**src/rtl/alu_rr_scheduler.sv**
```systemverilog
// rtl/alu_rr_scheduler.sv - round-robin scheduler sharing one combinational ALU between two requesters
// Optional per-requester completed-op counters: `ALU_SCHED_CNT_EN
module alu_rr_scheduler #(
    parameter int WIDTH      = 8,
    parameter int SETTLE_CYC = 1,
    parameter int CNT_W      = 8
) (
    input  logic             i_clk,
    input  logic             i_rst_n,
    input  logic             i_req0_valid,
    output logic             o_req0_ready,
    input  logic [WIDTH-1:0] i_req0_a,
    input  logic [WIDTH-1:0] i_req0_b,
    input  logic [3:0]       i_req0_op,
    input  logic             i_req1_valid,
    output logic             o_req1_ready,
    input  logic [WIDTH-1:0] i_req1_a,
    input  logic [WIDTH-1:0] i_req1_b,
    input  logic [3:0]       i_req1_op,
    output logic             o_rsp0_valid,
    input  logic             i_rsp0_ready,
    output logic [WIDTH-1:0] o_rsp0_data,
    output logic             o_rsp1_valid,
    input  logic             i_rsp1_ready,
    output logic [WIDTH-1:0] o_rsp1_data,
    output logic [WIDTH-1:0] o_alu_a,
    output logic [WIDTH-1:0] o_alu_b,
    output logic             o_alu_logic_sel,
    output logic [2:0]       o_alu_sel,
    input  logic [WIDTH-1:0] i_alu_result,
    output logic             o_busy,
    output logic             o_grant_id
`ifdef ALU_SCHED_CNT_EN
    ,
    output logic [CNT_W-1:0] o_cnt0,
    output logic [CNT_W-1:0] o_cnt1
`endif
);

    localparam int SCW = (SETTLE_CYC > 1) ? $clog2(SETTLE_CYC) : 1;

    typedef enum logic [1:0] {
        ST_IDLE  = 2'd0,
        ST_ISSUE = 2'd1,
        ST_RESP  = 2'd2
    } state_t;

    state_t             r_state;
    state_t             w_state_nxt;
    logic [WIDTH-1:0]   r_alu_a;
    logic [WIDTH-1:0]   r_alu_b;
    logic               r_alu_logic_sel;
    logic [2:0]         r_alu_sel;
    logic               r_grant_id;
    logic               r_pri;
    logic [SCW-1:0]     r_settle_cnt;
    logic [WIDTH-1:0]   r_rsp_data;

    logic               w_any_valid;
    logic               w_grant;
    logic               w_accept;
    logic               w_settled;
    logic               w_rsp_hs;
    logic               w_rsp_hs0;
    logic               w_rsp_hs1;

    // A single valid requester wins outright; PRI only breaks ties.
    assign w_any_valid = i_req0_valid | i_req1_valid;
    assign w_grant     = (i_req0_valid & i_req1_valid) ? r_pri : i_req1_valid;
    assign w_accept    = (r_state == ST_IDLE) & w_any_valid;
    assign w_settled   = (r_settle_cnt == SCW'(SETTLE_CYC - 1));

    assign w_rsp_hs0   = (r_state == ST_RESP) & ~r_grant_id & i_rsp0_ready;
    assign w_rsp_hs1   = (r_state == ST_RESP) &  r_grant_id & i_rsp1_ready;
    assign w_rsp_hs    = w_rsp_hs0 | w_rsp_hs1;

    always_ff @(posedge i_clk or negedge i_rst_n) begin
        if (!i_rst_n) begin
            r_state <= ST_IDLE;
        end else begin
            r_state <= w_state_nxt;
        end
    end

    always_comb begin
        w_state_nxt = r_state;
        case (r_state)
            ST_IDLE:  if (w_accept)  w_state_nxt = ST_ISSUE;
            ST_ISSUE: if (w_settled) w_state_nxt = ST_RESP;
            ST_RESP:  if (w_rsp_hs)  w_state_nxt = ST_IDLE;
            default:                 w_state_nxt = ST_IDLE;
        endcase
    end

    always_ff @(posedge i_clk or negedge i_rst_n) begin
        if (!i_rst_n) begin
            r_alu_a         <= '0;
            r_alu_b         <= '0;
            r_alu_logic_sel <= 1'b0;
            r_alu_sel       <= 3'd0;
            r_grant_id      <= 1'b0;
            r_pri           <= 1'b0;
            r_settle_cnt    <= '0;
            r_rsp_data      <= '0;
        end else begin
            if (w_accept) begin
                r_alu_a         <= w_grant ? i_req1_a : i_req0_a;
                r_alu_b         <= w_grant ? i_req1_b : i_req0_b;
                r_alu_logic_sel <= w_grant ? i_req1_op[3] : i_req0_op[3];
                r_alu_sel       <= w_grant ? i_req1_op[2:0] : i_req0_op[2:0];
                r_grant_id      <= w_grant;
                r_pri           <= ~w_grant;
                r_settle_cnt    <= '0;
            end
            if (r_state == ST_ISSUE) begin
                r_settle_cnt <= r_settle_cnt + SCW'(1);
                if (w_settled) begin
                    r_rsp_data <= i_alu_result;
                end
            end
        end
    end

    // READY is gated by reset so every output reads 0 while reset is asserted.
    assign o_req0_ready    = i_rst_n & w_accept & ~w_grant;
    assign o_req1_ready    = i_rst_n & w_accept &  w_grant;
    assign o_rsp0_valid    = (r_state == ST_RESP) & ~r_grant_id;
    assign o_rsp1_valid    = (r_state == ST_RESP) &  r_grant_id;
    assign o_rsp0_data     = r_rsp_data;
    assign o_rsp1_data     = r_rsp_data;
    assign o_alu_a         = r_alu_a;
    assign o_alu_b         = r_alu_b;
    assign o_alu_logic_sel = r_alu_logic_sel;
    assign o_alu_sel       = r_alu_sel;
    assign o_busy          = (r_state != ST_IDLE);
    assign o_grant_id      = r_grant_id;

`ifdef ALU_SCHED_CNT_EN
    logic [CNT_W-1:0] r_cnt0;
    logic [CNT_W-1:0] r_cnt1;

    // Counters stick at all-ones instead of wrapping.
    always_ff @(posedge i_clk or negedge i_rst_n) begin
        if (!i_rst_n) begin
            r_cnt0 <= '0;
            r_cnt1 <= '0;
        end else begin
            if (w_rsp_hs0 && (r_cnt0 != '1)) r_cnt0 <= r_cnt0 + CNT_W'(1);
            if (w_rsp_hs1 && (r_cnt1 != '1)) r_cnt1 <= r_cnt1 + CNT_W'(1);
        end
    end

    assign o_cnt0 = r_cnt0;
    assign o_cnt1 = r_cnt1;
`endif

endmodule

```
**config.mk**
```make
export PLATFORM = sky130hd
export DESIGN_NAME = alu_rr_scheduler
export DESIGN_NICKNAME = d
export VERILOG_FILES = /design/src/rtl/alu_rr_scheduler.sv
export SDC_FILE = /design/constraint.sdc
export NUM_CORES = 1
export LEC_CHECK = 0
export ABC_AREA = 1
export CORE_MARGIN = 4
export CORE_UTILIZATION = 35
export DETAILED_ROUTE_END_ITERATION = 10
export DONT_BUFFER_PORTS = 1
export PLACE_DENSITY = 0.57
export SYNTH_ARGS = -nofsm -noshare
export SYNTH_HDL_FRONTEND = slang
export SYNTH_SLANG_ARGS = --single-unit
```
**constraint.sdc**
```tcl
create_clock -name i_clk -period 1.47 [get_ports i_clk]
set_input_delay 0.147 -clock i_clk [delete_from_list [all_inputs] [get_ports i_clk]]
set_output_delay 0.147 -clock i_clk [all_outputs]
set_load 0.02 [all_outputs]
```
## After elaboration in Yosys (flattened, before gate mapping)

Index checks and enable logic that the tools add are counted.

| word-level totals | value |
|---|---|
| bits in registers | 33 |
| input port bits | 54 |
| output and inout port bits | 42 |
| logic and storage cells | 45 |

| operators by class | value |
|---|---|
| $add $sub $neg | 1 |
| eq/ne operators | 5 |
| muxes and demuxes | 11 |
| bitwise logic cells | 14 |
| reduce and logical (&&, ||, !) cells | 5 |

Operator list:

| cell | count |
|---|---|
| $mux 8 | 2 |
| $and 1x1->1 | 9 |
| $mux 2 | 3 |
| $ne 2x2->1 const B | 3 |
| $pmux 2 s3 | 1 |
| $mux 1 | 4 |
| $reduce_bool 2->1 | 2 |
| $mux 3 | 1 |
| $not 1->1 | 3 |
| $reduce_and 3->1 | 1 |
| $eq 2x1->1 const B | 1 |
| $eq 2x2->1 const B | 1 |
| $logic_not 2->1 | 1 |
| $or 1x1->1 | 2 |
| $reduce_and 2->1 | 1 |
| $add 1x1->1 const B | 1 |

## Depth between registers and ports, before layout

| depth | value |
|---|---|
| depth after elaboration | 6 |
| mapped depth | 6 |
| gate-level depth less buffers | 5 |

## Least setup slack after synthesis

Ideal clock, no wire load.

| timing path | value |
|---|---|
| kind | register -> output |
| start point | register r_state[1] |
| end point | output o_req0_ready |
| arrival | 1165 ps |
| data required time | 1323 ps |
| path slack | 158 ps |
| stages on the path, launching flop included | 6 |
| buffers on the path | 0 |
| cells stage by stage | dfrtp_1 inv_1 nand2_2 nor2_4 nand2_1 nor2_1 |

| on the way | value |
|---|---|
| word-level cells in the longest chain between the ends | 4 |

RTL lines:

| element | line | source |
|---|---|---|
| start: declaration | 48 | `state_t r_state;` |
| start signal: assignment | 81 | `r_state <= w_state_nxt;` |
| $logic_not 2->1 | 70 | `assign w_accept = (r_state == ST_IDLE) & w_any_valid;` |
| $and 1x1->1 | 70 |  |
| $and 1x1->1 (2 in a row) | 125 | `assign o_req0_ready = i_rst_n & w_accept & ~w_grant;` |
| end: declaration | 11 | `output logic o_req0_ready,` |

Every way passes these cells.

## Worst setup path in the final report

Ends and elaborated chain as after synthesis.

==> results by group <==
Worst setup path
  • Arr. time, crit path: 1.31 ns
  • Worst Path Class, Setup: reg2out
  • Cells on worst reg2reg path: 4
  • CP max FO: 4
  • Crit. End Element: primary output
  • Worst EP required: around 1.3 ns
  • CP startpoint kind: flip-flop
  • Flop-to-flop setup slack: ~0.22 ns
  • Crit-path cells: inv_4, nand2_4, nor2_4, nand2_1, nor2_2, buf_6
  • Slowest stage cell, crit path: dfrtp_2
  • Max incr delay on CP: between 0.4 and 0.5 ns

Pwr
  • Comb pwr share: 35.0%
  • Peak supply drop: about 800 uV
  • Sequential share of power: around half
  • Sw power: 2320 uW
  • LEAKAGE: around 0.0009 uW
  • Final Power: between 4000 and 5000 uW
  • Power Internal: 2330 uW
  • Sw Ratio: 50.0%
  • Pwr/cell area: about 2500 mW/mm^2
  • Clk network pwr share: approximately 14%

Routing
  • Number of remaining DRC errors: 0
  • Total wire length: ~4.4 mm
  • Drt pass-1 iters: 5
  • Initial DRC Count: between 50 and 60
  • Wire length per cell: 17.4 um
  • Post-route ant nets: 0
  • Routed vias/inst: 5.52
  • DR vias: around 1400

Place
  • # port buffers: 0
  • Routability-driven placement congestion ratio: just under 0.8
  • DPL Wire Length: ~3 mm
  • Pre-CTS WS: 0.180 ns

GRT
  • Total track usage: approximately 15%
  • Largest net degree at the start of global routing: 34
  • Final global-route overflow total: 0
  • Vias in the first global route: approximately 1400
  • First-pass GRT wire length: around 7 mm
  • Initial antenna violation count: 0

Synth
  • Syn Nets: 244
  • Cells after Synth: 190
  • Post-synth top area share: between 50% and 60%
  • Syn. warnings: 0
  • Mean Syn Cell Area: between 8 and 9 um^2
  • Yosys reg bits: 33
  • Count of cell types in the netlist: 17
  • Cell taking the most area after synthesis: dfrtp_1
  • Top post-synthesis cells by area: dfrtp_1 51%, nand3_1 13%, nand4_1 8.1%
  • Sequential area share after synthesis: about half
  • Post-Syn Area: roughly 0.0016 mm^2

Clocking
  • Clock network latency to the later pin of the worst-skew pair: around 0.28 ns
  • Worst-path clk slew: 0.06 ns
  • CTS Sinks: 33
  • CTS tree: done
  • Root buf cell: clkbuf_8
  • CTS Buf Count: 5
  • H-tree depth: 2
  • Clock buffer depth: 2

STA
  • Fmax: 688 MHz
  • Final Hold Fails: 0
  • Slew @ Worst Pin: ~0.87 ns
  • Setup tns final: 0 ns
  • Period utilization: between 90% and 100%
  • Period minus WS final: between 1 and 1.5 ns
  • Rel. slew slack: about two fifths
  • Final worst setup slack: 0.0160 ns
  • RSZ-0062 raised after global routing: true
  • Clock skew: 0.00165 ns
  • Final number of setup-violating endpoints: 0
  • Fin. max-slew vios: 0

Worst hold path
  • Worst min-delay path class: in2reg
  • Hold path cells: 2

Floorplanning
  • Row Count: 24
  • Num ports: between 90 and 100
  • Die W: 75.9 um
  • Core area: between 0.004 and 0.005 mm^2
  • Die area: 0.00576 mm^2
  • Initial core utilization: 36.6%
  • Height of the chip: about 76 um

Final layout
  • Area Overhead vs Synth: 16.9%
  • Share of cells above drive strength 1: roughly 18%
  • Fin nets: 253
  • Ant diodes: 0
  • Post-layout util: a little over two fifths
  • Fill cells: ~450

Job
  • Max Cap Violations: 0

Run status
  • Outcome: complete, no violations
cells by family (layout without fill, tap and decap cells):
kind of cell    count (synthesis)  in the layout  synth area share, %
simple gates                  108            108                 32.9
buf+inv                        36             46                 11.7
flops                          33             33                 51.2
compound gates                 13             13                 4.26
what timing repair did:
| item | CTS | global route |
|---|---|---|
| endpoints found under the hold margin | 40 | 1 |
| pin swaps | 0 | 1 |
| hold buffers | 9 | 1 |
| resized for setup | 6 | 11 |
| endpoints found under the setup margin | 4 | 4 |
| setup buffers | 0 | 3 |
cells in the mapped netlist (all sizes together):
master / instances
buf: 17
clkbuf: 4
dfrtp: 33
inv: 15
nand2: 35
nand3: 44
nand4: 21
nor2: 8
o21ai: 13
layout make-up:
class | instances | area [um^2] | area share (%)
clock buffers | 8 | 80.1 | 4.24
flip-flops and latches | 33 | 828 | 43.9
repair buffers | 23 | 215 | 11.4
multi-input cells | 121 | 639 | 33.9
inverters | 15 | 58.8 | 3.12
well taps | 52 | 65.1 | 3.45
power by group through the flow:
stage / Sequential [uW] / Clock (uW) / Combinational [uW]
floorplan: 2120 / 0 / 1460
global placement: 2380 / 0 / 1420
detailed placement: 2370 / 0 / 1460
CTS: 2370 / 677 / 1520
global route: 2450 / 704 / 1850
finish: 2380 / 642 / 1630
registers in the layout, indices dropped and copies added (netlist names):
register,flops
o_grant_id,1
o_alu_a,8
o_alu_sel,3
r_pri,1
o_alu_b,8
o_alu_logic_sel,1
r_settle_cnt,1
o_rsp0_data,8
r_state,2
cell usage in the layout (no fill, tap or decap), drive strengths merged:
cell type	count
nand3	44
nand2	35
dfrtp	33
nand4	21
inv	15
buf	14
o21ai	13
dlygate4sd3	9
clkbuf	8
nor2	8
through the flow:
step | std cells | area, um^2 | hold slack (ns)
floorplan | 190 | 1610 | -0.149
global placement | 231 | 1620 | -0.147
detailed placement | 231 | 1620 | -0.147
CTS | 248 | 1810 | 0.00129
global route | 252 | 1890 | 0.00454
finish | 252 | 1890 | 0.0184
path summary, 6_finish.rpt:
path                                   start      endpoint
worst max-delay path              r_state[1]  o_req0_ready
worst min-delay path            i_req0_op[0]  o_alu_sel[0]
worst max register to register    r_state[1]    o_alu_b[4]
worst min register to register         r_pri         r_pri
max in group asynchronous            i_rst_n    r_state[0]
min in group asynchronous            i_rst_n  o_alu_sel[2]
critical path, delay by kind of cell (launching register included):
family / cells / cell delay (ns)
and+or+nand+nor: 4 / 0.35
buffers and inverters: 2 / 0.23
DFF: 1 / 0.45
layer usage:
metal	up-vias	global-route usage [%]	part of all wire (%)
met2	67	22.8	46
met5	-	0	0
met3	7	6.87	10
met4	0	4.27	1.5
met1	660	19.3	43
li1	658	-	-
Power figures use the tool's default switching activity.
